`src/rtl/imm_extend_pipe.sv`:
```
// Two-stage pipelined LEGv8 immediate generator with valid/ready handshake and flush.
// Define IMM_BYTE_OFFSET_EN to emit B/CB immediates as byte offsets (scaled by 4).
module imm_extend_pipe #(
  parameter int unsigned WORD      = 64,
  parameter int unsigned INSTR_LEN = 32
) (
  input  logic                 clk,
  input  logic                 reset,
  input  logic                 in_valid,
  output logic                 in_ready,
  input  logic [INSTR_LEN-1:0] instruction,
  input  logic                 flush,
  output logic                 out_valid,
  input  logic                 out_ready,
  output logic [WORD-1:0]      imm,
  output logic [2:0]           imm_kind,
  output logic                 illegal
);

  typedef enum logic [2:0] {
    KindNone = 3'd0,
    KindD    = 3'd1,
    KindB    = 3'd2,
    KindCb   = 3'd3,
    KindI    = 3'd4,
    KindIw   = 3'd5
  } kind_e;

  logic            s1_valid_q, s1_valid_d;
  kind_e           s1_kind_q, s1_kind_d;
  logic [25:0]     s1_field_q, s1_field_d;
  logic            s2_valid_q, s2_valid_d;
  logic [WORD-1:0] imm_q, imm_d;
  logic [2:0]      kind_q, kind_d;
  logic            illegal_q, illegal_d;

  logic  s1_adv, s2_adv, s1_load, s2_load;
  kind_e kind_dec;
  logic [63:0] ext;
  logic        ext_illegal;
  logic [1:0]  hw;
  logic [6:0]  iw_top;

  always_comb begin
    s2_adv   = !s2_valid_q || out_ready;
    s1_adv   = !s1_valid_q || s2_adv;
    in_ready = s1_adv && !flush;
    s1_load  = in_valid && in_ready;
    s2_load  = s1_valid_q && s2_adv && !flush;
  end

  always_comb begin
    kind_dec = KindNone;
    casez (instruction[31:21])
      11'b11111000010, 11'b11111000000:                  kind_dec = KindD;
      11'b000101?????:                                   kind_dec = KindB;
      11'b10110100???, 11'b10110101???, 11'b01010100???: kind_dec = KindCb;
      11'b1001000100?, 11'b1101000100?, 11'b1001001000?,
      11'b1011001000?, 11'b1101001000?:                  kind_dec = KindI;
      11'b110100101??, 11'b111100101??:                  kind_dec = KindIw;
      default:                                           kind_dec = KindNone;
    endcase
  end

  // Extension is done at full 64 bits and then truncated, so narrow WORDs just drop MSBs.
  always_comb begin
    ext         = '0;
    ext_illegal = 1'b0;
    hw          = s1_field_q[22:21];
    iw_top      = {1'b0, hw, 4'b0000} + 7'd16;
    case (s1_kind_q)
      KindD:  ext = {{55{s1_field_q[20]}}, s1_field_q[20:12]};
`ifdef IMM_BYTE_OFFSET_EN
      KindB:  ext = {{36{s1_field_q[25]}}, s1_field_q[25:0], 2'b00};
      KindCb: ext = {{43{s1_field_q[23]}}, s1_field_q[23:5], 2'b00};
`else
      KindB:  ext = {{38{s1_field_q[25]}}, s1_field_q[25:0]};
      KindCb: ext = {{45{s1_field_q[23]}}, s1_field_q[23:5]};
`endif
      KindI:  ext = {52'b0, s1_field_q[21:10]};
      KindIw: begin
        if ({25'b0, iw_top} > WORD) begin
          ext_illegal = 1'b1;
        end else begin
          ext = {48'b0, s1_field_q[20:5]} << {hw, 4'b0000};
        end
      end
      default: ext_illegal = 1'b1;
    endcase
  end

  always_comb begin
    s1_valid_d = s1_valid_q;
    s1_kind_d  = s1_kind_q;
    s1_field_d = s1_field_q;
    s2_valid_d = s2_valid_q;
    imm_d      = imm_q;
    kind_d     = kind_q;
    illegal_d  = illegal_q;
    if (flush) begin
      s1_valid_d = 1'b0;
      s2_valid_d = 1'b0;
    end else begin
      if (s1_adv) s1_valid_d = in_valid;
      if (s2_adv) s2_valid_d = s1_valid_q;
      if (s1_load) begin
        s1_kind_d  = kind_dec;
        s1_field_d = instruction[25:0];
      end
      if (s2_load) begin
        imm_d     = ext[WORD-1:0];
        kind_d    = s1_kind_q;
        illegal_d = ext_illegal;
      end
    end
  end

  always_ff @(posedge clk) begin
    if (reset) begin
      s1_valid_q <= 1'b0;
      s1_kind_q  <= KindNone;
      s1_field_q <= '0;
      s2_valid_q <= 1'b0;
      imm_q      <= '0;
      kind_q     <= 3'd0;
      illegal_q  <= 1'b0;
    end else begin
      s1_valid_q <= s1_valid_d;
      s1_kind_q  <= s1_kind_d;
      s1_field_q <= s1_field_d;
      s2_valid_q <= s2_valid_d;
      imm_q      <= imm_d;
      kind_q     <= kind_d;
      illegal_q  <= illegal_d;
    end
  end

  assign out_valid = s2_valid_q;
  assign imm       = imm_q;
  assign imm_kind  = kind_q;
  assign illegal   = illegal_q;

endmodule

```
`config.mk`:
```
export PLATFORM = sky130hd
export DESIGN_NAME = imm_extend_pipe
export DESIGN_NICKNAME = d
export VERILOG_FILES = /design/src/rtl/imm_extend_pipe.sv
export SDC_FILE = /design/constraint.sdc
export NUM_CORES = 1
export LEC_CHECK = 0
export ABC_CLOCK_PERIOD_IN_PS = 4100
export CORE_MARGIN = 2
export CORE_UTILIZATION = 45
export CTS_CLUSTER_DIAMETER = 50
export DETAILED_ROUTE_END_ITERATION = 12
export GPL_TIMING_DRIVEN = 1
export PLACE_DENSITY = 0.85
export RECOVER_POWER = 100
export SLEW_MARGIN = 20
export SYNTH_ARGS = -nofsm -noshare
export SYNTH_HDL_FRONTEND = slang
export SYNTH_SLANG_ARGS = --single-unit
```
`constraint.sdc`:
```
create_clock -name clk -period 4.1 [get_ports clk]
set_input_delay 0.82 -clock clk [delete_from_list [all_inputs] [get_ports clk]]
set_output_delay 0.82 -clock clk [all_outputs]
set_load 0.05 [all_outputs]
```
==> flow_metrics.tcl <==
set metrics [dict create \
    dr.pass1.iters 5 \
    path_class "in -> out" \
    hold_path_class "reg -> reg" \
    critPathMaxFanout 5 \
    drive_above_1_share_pct 7.910 \
    final_nets 564 \
    dieWidth_um 101.9 \
    power_density_nw_per_um2 327.9 \
    run_status "finished, violations left" \
    slew_headroom_pct -1.628 \
    start_util_pct 46.50 \
    crit_required_ns 3.28 \
    routed_wl_mm 11.95 \
    viasPerCell 5.862 \
    yosysSeqAreaShare_pct 45.91 \
    clk_latency_ns 0.37 \
    finalCritPeriodShare_pct 82.85 \
    cts_sinks 99 \
    numCtsBuffers 9 \
    grt_pass1_wl_mm 18.95 \
    fin_cells 660 \
    critPathLaunchType "input pin" \
    clockRootBuffer "clkbuf_8" \
    max-clock-path-buffers 2 \
    maxCapViolations 1 \
    cts_tree "done" \
    tns_ns 0 \
    ctsHtreeMaxLevel 3 \
    cts_repair_resize_count 0 \
    yosysUniqueCellTypes 57 \
    grt_max_degree 65 \
    synth_edf_count 0 \
    ys_ff_latch 99 \
    synthesis.instances 456 \
    wire_per_inst_um 18.10 \
    grt_setup_unrepaired "false" \
    dpl.hpwl_mm 8.157 \
    utilization_pct 59.73 \
    layout_common_cells "99 x dfxtp_1, 74 x nand2_1, 73 x dlygate4sd3_1" \
    finalHoldViolations 0 \
    layout_commonest_cell "dfxtp_1" \
    hold_buffers 0 \
    n_antenna_cell 0 \
    end_kind "output pin" \
    fillers 831 \
    crit_arrival_ns 2.58 \
    ant_nets 0 \
    fin_area_um2 5545 \
    vias 3869 \
    skew_ns 0.01159 \
    clk_pin_slew_ns 0.09 \
    io_buffer_count 106 \
    coreArea_um2 9284 \
    ys_async_sr_fraction_pct 0 \
    rows 35 \
    place_congestion 0.8851 \
    boundaryPins 107 \
    die-area_um2 10390 \
    grt_pass1_vias 3625 \
    ys.warnings.count 0 \
    fin_crit_ns 3.397 \
    place_inst 645 \
    antenna_found_initial 0 \
    fmax_ghz 0.2944 \
    dpl_cell_area_um2 5344 \
    tightest_slew_ns 1.524 \
    total_power_mw 1.819 \
    ir_drop_v 0.0002364 \
    violations "capacitance limit, slew limit" \
    grt_usage_pct 23.59 \
    synth_nets 493 \
    fin_ws_ns 0.7030 \
    slew_viol_final 36 \
    synthFlopType "dfxtp_1" \
    whs_ns 0.4635 \
    avgSynthCellArea_um2 9.466 \
    netlist_area_um2 4317 \
    syn2layout_area_growth_pct 28.46 \
    drc_errors 0 \
    power.leakage_nw 2.114 \
    overflow 0 \
    drt_iter0_drc 310 \
    die_y_um 101.9 \
    setup_violations 0 \
    place_ws_ns 0.8971 \
    postCtsSetupBuffers 0 \
]
cell usage after synthesis, drive strengths merged, types with 2 or more instances:
cell type | n | area [um2]
a2111oi | 2 | 20.02
a211oi | 3 | 27.52
a21o | 2 | 15.01
a21oi | 42 | 214.0
a221o | 55 | 550.5
a221oi | 3 | 26.28
a22o | 9 | 78.83
a22oi | 10 | 75.07
a32oi | 5 | 43.79
and2 | 7 | 46.30
buf | 26 | 156.4
clkbuf | 26 | 97.59
dfxtp | 99 | 1982
inv | 5 | 18.77
mux2 | 5 | 56.30
mux2i | 5 | 50.05
nand2 | 76 | 290.3
nand2b | 4 | 25.02
nand3 | 4 | 32.53
nand3b | 2 | 15.01
nand4b | 2 | 17.52
nor2 | 10 | 45.04
nor2b | 6 | 40.04
nor3 | 6 | 35.03
nor3b | 2 | 31.28
nor4 | 2 | 27.53
nor4b | 2 | 32.53
nor4bb | 4 | 40.04
o211ai | 3 | 22.52
o21ai | 15 | 86.34
o22ai | 2 | 12.51
or4b | 2 | 20.02
worst max-delay path: stages:
cell,delay (ns)
dlygate4sd3_1,0.55
nor2b_1,0.31
a21oi_1,0.11
dlygate4sd3_1,0.78
where the power goes:
group / leakage [nW] / switching (mW) / internal [mW]
sequential: 0.801 / 0.0407 / 0.976
combinational: 1.21 / 0.0862 / 0.0667
clock: 0.106 / 0.342 / 0.306
metal layers:
layer	vias up	global-route usage [%]	part of all wire [%]
li1	1865	-	-
met1	1808	30.87	44
met2	173	38.97	47
met3	23	4.925	6.8
met4	0	7.897	2.4
met5	-	0	0
registers in the layout, indices dropped and copies added, names as in the netlist:
register    count
imm            64
s1_field_q     26
s1_kind_q       3
s1_valid_q      1
out_valid       1
imm_kind        3
illegal         1
final timing paths:
check           startpoint       endpoint  slack [ns]  cells after the start
max reg2reg   s1_kind_q[1]        imm[26]        1.58                      5
min          s1_field_q[3]  s1_field_q[3]        0.46                      2
min reg2reg  s1_field_q[3]  s1_field_q[3]        0.46                      2
max              out_ready       in_ready        0.70                      4
area by class of cell:
| type | instances | area, um2 | area share, % |
|---|---|---|---|
| clock inverter | 5 | 67.56 | 1.218 |
| timing repair buffer | 112 | 1102 | 19.88 |
| inverter | 5 | 18.77 | 0.3384 |
| multi-input combinational | 300 | 2076 | 37.43 |
| sequential | 99 | 1982 | 35.74 |
| tap | 129 | 161.4 | 2.911 |
| clock buffer | 10 | 137.6 | 2.482 |
cells by family (layout without fill, tap and decap cells):
family / count (synthesis) / in the layout / share of synthesized area (%)
compound gates: 157 / 157 / 28.41
xor+xnor: 1 / 1 / 0.2029
buf+inv: 57 / 132 / 6.319
flops: 99 / 99 / 45.91
mux: 10 / 10 / 2.464
simple gates: 132 / 132 / 16.70
No activity file was read; power rests on OpenSTA's default activity.
